<file path="config.mk">
export PLATFORM = sky130hd
export DESIGN_NAME = sram_arbiter
export DESIGN_NICKNAME = d
export VERILOG_FILES = /design/src/rtl/sram_arbiter.sv
export SDC_FILE = /design/constraint.sdc
export NUM_CORES = 1
export LEC_CHECK = 0
export CAP_MARGIN = 40
export CORE_ASPECT_RATIO = 1.75
export CORE_MARGIN = 8
export CORE_UTILIZATION = 25
export DETAILED_ROUTE_END_ITERATION = 7
export HOLD_SLACK_MARGIN = 0.15
export PLACE_DENSITY_LB_ADDON = 0.08
export SYNTH_ARGS = -nofsm -noshare
export SYNTH_HDL_FRONTEND = slang
export SYNTH_SLANG_ARGS = --single-unit
</file>
<file path="constraint.sdc">
create_clock -name clk -period 4.6 [get_ports clk]
set_input_delay 1.38 -clock clk [delete_from_list [all_inputs] [get_ports clk]]
set_output_delay 1.38 -clock clk [all_outputs]
set_load 0.1 [all_outputs]
</file>
<file path="src/rtl/sram_arbiter.sv">
// sram_arbiter
//   Shares one asynchronous SRAM between the instruction-fetch port (IF,
//   read-only) and the data port (MEM, read/write). MEM has fixed priority.
//   Each access runs as a registered FSM transaction with programmable wait
//   states. The pipeline sees stall requests until its own access completes.
//
// Parameters
//   WAIT_RD  extra wait cycles on a read (0..7)
//   WAIT_WR  extra wait cycles on the write strobe (0..7)
//
// Ports
//   clk, rst                  clock, synchronous active-low reset
//   if_req/if_addr            IF fetch request (held until if_ready)
//   if_rdata/if_ready         IF read data and one-cycle completion pulse
//   mem_req/we/sel/addr/wdata MEM request (held until mem_ready)
//   mem_rdata/mem_ready       MEM read data and one-cycle completion pulse
//   flush                     pipeline flush; aborts only an IF read
//   stallreq_from_if/mem      req & ~ready, per port
//   sram_*                    SRAM pad interface, strobes active-low
module sram_arbiter #(
  parameter int unsigned WAIT_RD = 1,
  parameter int unsigned WAIT_WR = 1
) (
  input  logic        clk,
  input  logic        rst,
  input  logic        if_req,
  input  logic [31:0] if_addr,
  output logic [31:0] if_rdata,
  output logic        if_ready,
  input  logic        mem_req,
  input  logic        mem_we,
  input  logic [3:0]  mem_sel,
  input  logic [31:0] mem_addr,
  input  logic [31:0] mem_wdata,
  output logic [31:0] mem_rdata,
  output logic        mem_ready,
  input  logic        flush,
  output logic        stallreq_from_if,
  output logic        stallreq_from_mem,
  output logic [19:0] sram_addr,
  output logic [31:0] sram_data_o,
  output logic        sram_data_oe,
  input  logic [31:0] sram_data_i,
  output logic        sram_ce_n,
  output logic        sram_oe_n,
  output logic        sram_we_n,
  output logic [3:0]  sram_be_n
);

  typedef enum logic [1:0] {IDLE, RD, WR, DONE} state_t;

  // Access latched at grant time; pins are driven only from this register,
  // never straight from the request inputs.
  typedef struct packed {
    logic [19:0] addr;
    logic [3:0]  sel;
    logic [31:0] wdata;
  } req_t;

  localparam logic [2:0] RD_LAST = 3'(WAIT_RD);
  localparam logic [2:0] WR_LAST = 3'(WAIT_WR);

  state_t     state, state_nx;
  logic [2:0] cnt, cnt_nx;
  // WR needs WAIT_WR+2 cycles, one more than a 3-bit count covers at
  // WAIT_WR=7; the data-hold cycle is tracked by this flag instead.
  logic       wr_hold, wr_hold_nx;
  logic       grant, grant_nx;     // 0 = IF, 1 = MEM
  logic       latch_mem, latch_if, capture;
  req_t       req_q;

  // Only addr[21:2] reaches the SRAM.
  logic unused;
  assign unused = ^{if_addr[31:22], if_addr[1:0], mem_addr[31:22], mem_addr[1:0]};

  always_ff @(posedge clk) begin
    if (!rst) begin
      state   <= IDLE;
      cnt     <= '0;
      wr_hold <= 1'b0;
      grant   <= 1'b0;
    end else begin
      state   <= state_nx;
      cnt     <= cnt_nx;
      wr_hold <= wr_hold_nx;
      grant   <= grant_nx;
    end
  end

  always_comb begin
    state_nx     = state;
    cnt_nx       = cnt;
    wr_hold_nx   = wr_hold;
    grant_nx     = grant;
    latch_mem    = 1'b0;
    latch_if     = 1'b0;
    capture      = 1'b0;
    sram_ce_n    = 1'b1;
    sram_oe_n    = 1'b1;
    sram_we_n    = 1'b1;
    sram_be_n    = 4'hF;
    sram_data_oe = 1'b0;
    if_ready     = 1'b0;
    mem_ready    = 1'b0;
    case (state)
      IDLE: begin
        cnt_nx     = '0;
        wr_hold_nx = 1'b0;
        if (flush) begin
          state_nx = IDLE;
        end else if (mem_req) begin
          grant_nx  = 1'b1;
          latch_mem = 1'b1;
          state_nx  = mem_we ? WR : RD;
        end else if (if_req) begin
          grant_nx = 1'b0;
          latch_if = 1'b1;
          state_nx = RD;
        end
      end
      RD: begin
        sram_ce_n = 1'b0;
        sram_oe_n = 1'b0;
        sram_be_n = 4'h0;
        // A flushed fetch is dropped even on its final cycle.
        if (flush && !grant) begin
          state_nx = IDLE;
        end else if (cnt == RD_LAST) begin
          capture  = 1'b1;
          state_nx = DONE;
        end else begin
          cnt_nx = cnt + 3'd1;
        end
      end
      WR: begin
        sram_ce_n    = 1'b0;
        sram_data_oe = 1'b1;
        sram_be_n    = ~req_q.sel;
        if (!wr_hold) begin
          sram_we_n = 1'b0;
          if (cnt == WR_LAST) wr_hold_nx = 1'b1;
          else                cnt_nx     = cnt + 3'd1;
        end else begin
          state_nx = DONE;
        end
      end
      DONE: begin
        if_ready  = ~grant;
        mem_ready = grant;
        state_nx  = IDLE;
      end
      default: state_nx = IDLE;
    endcase
  end

  always_ff @(posedge clk) begin
    if (!rst) begin
      req_q     <= '0;
      if_rdata  <= '0;
      mem_rdata <= '0;
    end else begin
      if (latch_mem)     req_q      <= '{addr: mem_addr[21:2], sel: mem_sel, wdata: mem_wdata};
      else if (latch_if) req_q.addr <= if_addr[21:2];
      if (capture) begin
        if (grant) mem_rdata <= sram_data_i;
        else       if_rdata  <= sram_data_i;
      end
    end
  end

  assign sram_addr         = req_q.addr;
  assign sram_data_o       = req_q.wdata;
  assign stallreq_from_if  = if_req  & ~if_ready;
  assign stallreq_from_mem = mem_req & ~mem_ready;

endmodule

</file>
==> summary.txt <==
Setup path
  – Crit path kind: input pin to primary output
  – Crit-path leading delay family: buffers and inverters
  – Critical path's slowest cell: clkdlybuf4s50_1
  – Buffers plus inverters on the worst setup path: 3
  – Worst EP required: 3.22 ns
  – R2r setup slk: 2.61 ns
  – Startpoint class of the critical path: input pin
  – CP max FO: 2
  – Crit-path cells: clkdlybuf4s50_1, inv_1, nor2_1, buf_12
  – WP data arrival: 2.34 ns
  – Crit path capture type: primary output
  – CP peak stage delay: 0.48 ns

Final layout
  – N_diodes: 0
  – Share of cells above drive strength 1: 0.1772
  – Nets: 1,131
  – Most frequent cells in the layout: 230 x clkdlybuf4s50_1, 224 x nand2_1, 129 x a21oi_1
  – Fillcell total: 1,888
  – Cell area after layout: 10,630 um^2
  – Finished Core Util: 0.5119
  – Commonest non-fill, non-tap cell in the layout: clkdlybuf4s50_1
  – P&R area growth vs syn: 102.0%
  – Final Non-Filler Cells: 1,251

Global routing
  – Initial antenna violation count: 0
  – Pin count of the biggest net entering global routing: 66
  – First-pass GRT wire length: 31.85 mm
  – Global-route usage over all layers: 0.1553
  – Total congestion overflow: 0
  – Vias in the first global route: 6,030

Place
  – IO buf count: 241
  – Dpl ws: 0.8758 ns
  – Cell Area, Placed: 10,050 um^2
  – Placed cells: 1,219
  – Gpl congestion: 0.7211
  – Post-DP HPWL: 15.41 mm

Timing
  – Slew @ Worst Pin: 0.8023 ns
  – Setup TNS: 0 ns
  – Period utilization: 0.8085
  – Rel. slew slack: 0.4634
  – Skew final: 0.01030 ns
  – Max Clk Rate: 268.9 MHz
  – Hold Slack: 0.4505 ns
  – Setup violators final: 0
  – Fin crit period: 3.719 ns
  – Slew Viols, Final: 0
  – Final Worst Setup Slack: 0.8811 ns
  – Final Hold Vio Count: 0
  – Unrepaired setup endpoints after global routing: false

Detailed routing
  – Initial DRT Pass Iterations: 4
  – Routed wire length: 19.80 mm
  – Final ANT Viol Nets: 0
  – Mean routed wirelength per cell: 15.82 um
  – DRC viols: 0
  – Detailed-route via count: 5,536
  – Iter 0 DRT Violations: 268
  – Vias per cell: 4.425

Synth
  – Synth Instances: 690
  – Yosys reg bits: 127
  – Post-synthesis net count: 835
  – Synth Area per Inst: 7.623 um^2
  – Cell Area, Synth: 5260 um^2
  – Synth Warn #: 0
  – Sequential share of the synthesized area: 0.4833
  – Yosys cell types: 28

Clocking
  – CTS tree: built
  – H-tree depth: 4
  – Worst skew pair latency: 0.42 ns
  – CTS root buffer: clkbuf_16
  – Maximum root-to-sink buffer count: 2
  – Reg clk slew, reported paths: 0.05 ns
  – Resized Gates After CTS: 0
  – Clk sinks: 127
  – Postcts setup bufs: 0
  – Num CTS Buffers: 17
  – Hold Buf Count CTS: 0

Die
  – Die Area: 26,120 um^2
  – Std-Cell Rows: 70
  – Initial core utilization: 0.2534
  – Core area: 20,760 um^2
  – Io pins: 266
  – DIE WIDTH: 125.7 um
  – Die Y: 207.9 um

Power
  – Max VDD drop: 0.0003233 V
  – Total Power: 4.718 mW
  – Lkg Pwr: 3.969 nW
  – PwrDens: 444.1 nW/um^2

Job
  – Max Cap Violations: 0

Outcome
  – Run status: finished, final reports clean

Min path
  – HP Class: register to register
## path summary, 6_finish.rpt
kind,startpoint,to,cells after the start
hold / removal,sram_data_o[18],sram_data_o[18],2
setup reg to reg,state[1],if_rdata[16],7
hold reg to reg,sram_data_o[18],sram_data_o[18],2
setup / recovery,mem_req,stallreq_from_mem,4
## per-layer routing
metal	part of all wire	global-route usage	vias to the layer above
li1	-	-	2788
met1	0.35	0.1412	2528
met2	0.55	0.2954	179
met3	0.064	0.05273	41
met4	0.033	0.07939	0
met5	0	0	-
## tightest hold or removal path: stages, from the launching register on
cell,delay (ns)
dfxtp_1,0.30
nand2_1,0.05
a21oi_1,0.05
## where the power goes
group	leakage, nW	total [mW]	internal [mW]	switching (mW)
logic	2.65	2.15	0.762	1.39
clock network	0.286	1.30	0.821	0.481
registers	1.03	1.26	1.20	0.0626
total	3.97	4.72	2.78	1.93
## state kept, by name (all words and copies together), names as in the netlist
signal and flops:
if_rdata 32, mem_rdata 32, sram_data_o 32, sram_addr 20
req_q 4, cnt 3, state 2, grant 1
wr_hold 1
## cell type report
type | instances | area [um^2] | area share
clock buffer | 21 | 460.4 | 0.04333
inverter | 9 | 35.03 | 0.003297
multi-input combinational | 459 | 2122 | 0.1997
clock inverter | 11 | 115.1 | 0.01083
sequential | 127 | 2542 | 0.2393
tap | 252 | 315.3 | 0.02967
timing repair buffer | 372 | 5035 | 0.4739
## logic make-up after synthesis
logic type | Yosys count | share of synthesized area
AO/OA/AOI/OAI | 179 | 0.1758
adder cells (fa/ha/maj) | 7 | 0.01665
buffers and inverters | 104 | 0.1156
flip-flops | 127 | 0.4833
AND/OR/NAND/NOR | 273 | 0.2086
## synthesized netlist by cell type (all sizes together)
cell type | n | area (um^2)
dfxtp | 127 | 2542
nand3 | 2 | 10.01
nor2 | 27 | 103.9
a221o | 1 | 10.01
o21ai | 41 | 205.2
nor3 | 3 | 25.02
a221oi | 1 | 8.760
or4b | 1 | 10.01
nand4 | 1 | 6.260
o32ai | 1 | 8.760
ha | 7 | 87.58
nand2b | 6 | 45.04
clkbuf | 25 | 93.84
and2 | 2 | 12.51
or3 | 1 | 6.260
nand2 | 224 | 840.8
buf | 70 | 480.5
a311oi | 2 | 17.52
a21oi | 129 | 645.6
o22ai | 3 | 18.77
o311a | 1 | 10.01
inv | 9 | 33.78
nor2b | 6 | 37.54
Note: power is estimated with default switching activity, not from simulation.
